--- config.mk ---
export PLATFORM = sky130hd
export DESIGN_NAME = multdiv_issue_ctrl
export DESIGN_NICKNAME = d
export VERILOG_FILES = /design/src/rtl/multdiv_issue_ctrl.sv
export SDC_FILE = /design/constraint.sdc
export NUM_CORES = 1
export LEC_CHECK = 0
export ABC_AREA = 1
export CAP_MARGIN = 25
export CORE_MARGIN = 1
export CORE_UTILIZATION = 40
export CTS_CLUSTER_DIAMETER = 40
export DETAILED_ROUTE_END_ITERATION = 7
export PLACE_DENSITY = 0.85
export SLEW_MARGIN = 5
export SYNTH_ARGS = -nofsm -noshare
export SYNTH_HDL_FRONTEND = slang
export SYNTH_SLANG_ARGS = --single-unit
--- constraint.sdc ---
create_clock -name clock -period 1.62 [get_ports clock]
set_input_delay 0.324 -clock clock [delete_from_list [all_inputs] [get_ports clock]]
set_output_delay 0.324 -clock clock [all_outputs]
set_load 0.01 [all_outputs]
--- src/rtl/multdiv_issue_ctrl.sv ---
// rtl/multdiv_issue_ctrl.sv - issue/stall/writeback sequencer for the multi-cycle mul/div unit
// Holds the PC while one mul/div runs, then writes the result, or the status code into rstatus.
module multdiv_issue_ctrl #(
  parameter int DATA_W      = 32,
  parameter int TIMEOUT     = 40,
  parameter int RSTATUS_REG = 30,
  parameter int MUL_EXC     = 1,
  parameter int DIV_EXC     = 2
) (
  input  logic              clock,
  input  logic              reset,
  input  logic              issue_valid,
  input  logic              issue_is_div,
  input  logic [4:0]        issue_rd,
  input  logic [DATA_W-1:0] issue_a,
  input  logic [DATA_W-1:0] issue_b,
  input  logic              md_ready,
  input  logic              md_exception,
  input  logic [DATA_W-1:0] md_result,
  output logic              stall,
  output logic              busy,
  output logic              md_ctrl_mult,
  output logic              md_ctrl_div,
  output logic [DATA_W-1:0] md_operand_a,
  output logic [DATA_W-1:0] md_operand_b,
  output logic              wb_en,
  output logic [4:0]        wb_reg,
  output logic [DATA_W-1:0] wb_data,
  output logic              exc_flag
);

  localparam int CNT_W = $clog2(TIMEOUT + 1);
  localparam logic [CNT_W-1:0] CNT_LAST = CNT_W'(TIMEOUT - 1);
  localparam logic [CNT_W-1:0] CNT_SAT  = {CNT_W{1'b1}};

  typedef enum logic [1:0] {
    ST_IDLE  = 2'd0,
    ST_START = 2'd1,
    ST_WAIT  = 2'd2,
    ST_WB    = 2'd3
  } state_t;

  state_t           state;
  logic             op_div;
  logic [4:0]       rd_q;
  logic [CNT_W-1:0] count;
  logic             timeout_hit;

  assign timeout_hit = (count == CNT_LAST);
  assign busy        = (state != ST_IDLE);

  // The IDLE term is combinational so the PC is held in the very cycle decode presents the op.
  assign stall = (state == ST_START) || (state == ST_WAIT) ||
                 ((state == ST_IDLE) && issue_valid && reset);

  always_ff @(posedge clock or negedge reset) begin
    if (!reset) begin
      state        <= ST_IDLE;
      op_div       <= 1'b0;
      rd_q         <= 5'd0;
      count        <= '0;
      md_ctrl_mult <= 1'b0;
      md_ctrl_div  <= 1'b0;
      md_operand_a <= '0;
      md_operand_b <= '0;
      wb_en        <= 1'b0;
      wb_reg       <= 5'd0;
      wb_data      <= '0;
      exc_flag     <= 1'b0;
    end else begin
      md_ctrl_mult <= 1'b0;
      md_ctrl_div  <= 1'b0;
      wb_en        <= 1'b0;
      wb_reg       <= 5'd0;
      wb_data      <= '0;
      exc_flag     <= 1'b0;
      case (state)
        ST_IDLE: begin
          if (issue_valid) begin
            op_div       <= issue_is_div;
            rd_q         <= issue_rd;
            md_operand_a <= issue_a;
            md_operand_b <= issue_b;
            md_ctrl_mult <= ~issue_is_div;
            md_ctrl_div  <= issue_is_div;
            state        <= ST_START;
          end
        end
        ST_START: begin
          count <= '0;
          state <= ST_WAIT;
        end
        ST_WAIT: begin
          if (count != CNT_SAT) count <= count + 1'b1;
          // A ready arriving on the timeout cycle still delivers its real result.
          if (md_ready) begin
            state <= ST_WB;
            if (md_exception) begin
              wb_en    <= 1'b1;
              wb_reg   <= 5'(RSTATUS_REG);
              wb_data  <= DATA_W'(op_div ? DIV_EXC : MUL_EXC);
              exc_flag <= 1'b1;
            end else if (rd_q != 5'd0) begin
              wb_en   <= 1'b1;
              wb_reg  <= rd_q;
              wb_data <= md_result;
            end
          end else if (timeout_hit) begin
            state    <= ST_WB;
            wb_en    <= 1'b1;
            wb_reg   <= 5'(RSTATUS_REG);
            wb_data  <= DATA_W'(op_div ? DIV_EXC : MUL_EXC);
            exc_flag <= 1'b1;
          end
        end
        ST_WB: begin
          state <= ST_IDLE;
        end
        default: state <= ST_IDLE;
      endcase
    end
  end

endmodule

==> results of run 1 <==
-- path summary, 6_finish.rpt --
kind | startpoint | endpoint | slack [ns] | cells past startpoint
worst max-delay path | state[0] | stall | -0.11 | 4
worst min-delay path | reset | md_operand_a[17] | 0.002 | 2
worst max register to register | state[1] | state[0] | 0.06 | 7
worst min register to register | md_operand_a[11] | md_operand_a[11] | 0.50 | 1
max in group asynchronous | reset | rd_q[0] | 1.04 | 2
min in group clock | md_result[14] | wb_data[14] | 0.46 | 3
-- worst max-delay path: cells and delay by family, from the launching register on --
family	cells	cell delay [ns]
AOI/OAI and AO/OA	1	0.20
adders and majority gates	1	0.21
DFF	1	0.38
buffers and inverters	2	0.21
-- where the power goes --
| part | leakage [nW] | switching, W | internal (W) |
|---|---|---|---|
| sequential | 1.49 | 0.000551 | 0.00406 |
| clock | 0.301 | 0.00125 | 0.00264 |
| combinational | 2.33 | 0.00215 | 0.00285 |
| total | 4.12 | 0.00395 | 0.00955 |
-- cell families (layout without fill, tap and decap cells) --
logic type	count (synthesis)	count (layout)	synth area share
AO/OA/AOI/OAI	18	18	0.0210
XOR/XNOR	1	1	0.00191
adder cells (fa/ha/maj)	5	5	0.0136
buffers and inverters	30	281	0.0313
flip-flops	119	119	0.648
multiplexers	65	65	0.174
other	0	1	0
AND/OR/NAND/NOR	123	123	0.110
-- area by class of cell --
cell class                      count  share of cell area
Inverter                           15             0.00733
Multi-Input combinational cell    212               0.198
Sequential cell                   119               0.388
Clock inverter                      9              0.0192
Timing Repair Buffer              234               0.303
Clock buffer                       23              0.0609
Tap cell                          140              0.0228
Antenna cell                        1            0.000326
-- cells in the mapped netlist --
master    instances
mux2_4           18
nor2_4            1
nor3_1            1
a31o_2            1
clkbuf_2          1
mux2_2           47
nand4_1           2
ha_1              5
nor2_1           49
buf_6             3
nand3_1          12
buf_2             6
o21ai_0           5
clkbuf_1          5
inv_1            15
a21oi_1          11
nand3b_1          1
dfrtp_1         119
xor2_1            1
nand2_1          53
or2_2             3
and3b_1           1
o21bai_1          1
-- through the flow --
stage | std cells | setup slack [ns] | util | instance area, um2
after global placement | 717 | -0.308 | 0.634 | 6990
after global routing | 752 | -0.157 | 0.696 | 7680
after floorplan | 361 | 0.139 | - | 4600
final | 753 | -0.113 | 0.696 | 7680
after CTS | 752 | -0.126 | 0.687 | 7580
after detailed placement | 717 | -0.326 | 0.634 | 6990
-- per-layer routing --
layer / global-route usage / part of all wire / vias up
li1: - / - / 1660
met1: 0.233 / 0.37 / 1768
met2: 0.406 / 0.56 / 132
met3: 0.0663 / 0.069 / 12
met4: 0.0781 / 0.0088 / 0
met5: 0 / 0 / -
-- repair_timing --
item                                    in CTS  in global routing
gates resized for setup                     72                 40
buffers inserted                             3                  0
pin swaps                                    1                  1
endpoints found under the setup margin      62                 43
==> flow_metrics.tcl, run 1 <==
set metrics [dict create \
    final_common_cell "clkdlybuf4s50_1" \
    worst_path_max_delay_cell "dfrtp_1" \
    crit_path_end_kind "primary output" \
    grt_pass1_vias 3720 \
    slowest_delay_ns 0.38 \
    rsz0062_at_grt "true" \
    synth_area_mm2 0.00460 \
    cts_root_buf "clkbuf_16" \
    grt_pass1_wl_mm 19.1 \
    cp.arrival_ns 1.41 \
    syn_avg_cell_area_um2 12.7 \
    path_max_fanout 2 \
    synthToLayoutAreaGrowth_pct 67.1 \
    h-tree-depth 4 \
    grt_max_degree 120 \
    synthTopCellsByArea "dfrtp_1 (65%), mux2_2 (12%), mux2_4 (5.9%), nand2_1 (4.3%), nor2_1 (4.0%)" \
    period_minus_slack_ns 1.73 \
    die_h_um 109 \
    fin_nets 711 \
    clock-sinks 119 \
    finalPower_w 0.0135 \
    seqCellArea_mm2 0.00298 \
    fin_skew_ns 0.00758 \
    hold_ws_ns 0.00174 \
    antenna_found_initial 0 \
    worstMarginPinSlew_ns 0.690 \
    nFillCells 805 \
    slew_violations 0 \
    cts_tree "yes" \
    violations "negative setup slack" \
    ctsHoldBuffers 0 \
    rows 38 \
    setup-tns-final_ns -0.113 \
    ant_nets 0 \
    synth.largest_area_cell "dfrtp_1" \
    dr.pass1.iters 4 \
    slew-limit-headroom 0.540 \
    core_area_mm2 0.0110 \
    synth_top_area_frac 0.648 \
    period_share 1.07 \
    initial_core_util 0.417 \
    multiInputGateArea_mm2 0.00152 \
    max_freq_mhz 577 \
    ys_seq_area_frac 0.648 \
    wire_per_inst_um 17.0 \
    cts.clk_slew.worst_paths_ns 0.05 \
    fin_ws_ns -0.113 \
    critical_path_class "reg -> out" \
    syn_nets 473 \
    drc 0 \
    p_per_area_mw_per_mm2 1760 \
    status "finished, violations left" \
    cp_cell_sequence "inv_2, ha_4, a31o_4, buf_6" \
    dieArea_mm2 0.0119 \
    synth-seq-cells 119 \
    critPathLaunchType "flip-flop" \
    reg_top3 "md_operand_a: 32 flops, md_operand_b: 32 flops, wb_data: 32 flops" \
    grt-ovfl-total 0 \
    io_buffer_count 213 \
    maxCapViolCount 0 \
    final_cell_mix "clkdlybuf4s50_1 (120), dfrtp_1 (119), dlygate4sd2_1 (58)" \
    clockBufferDepth 2 \
    hold_class "in -> async" \
    grtUsageTotal 0.219 \
    ys_types 23 \
    vdd_drop_max_v 0.000902 \
    routed_wl_mm 12.8 \
    syn_inst 361 \
    crit_required_ns 1.30 \
    ioPinCount 214 \
    dr.first_iter.drc_count 167 \
    drive_above_1_share 0.217 \
    place.gp.congestion 0.771 \
    p_leak_nw 4.12 \
    hold_violations 0 \
    setup_viol_count_final 1 \
    die_w_um 109 \
    worstSkewPairLatency_ns 0.40 \
    dr_total_vias 3572 \
    ys_warn_count 0 \
    viasPerCell 4.74 \
    post-dp-hpwl_mm 9.11 \
    cts_made_buffers 17 \
]
No activity file was read; power rests on OpenSTA's default activity.
==> run 2: changes to the inputs <==
Settings changed: SLEW_MARGIN 5 to default.
==> results of run 2 <==
No change in the layout: final DEF, timing and power equal those of run 1.
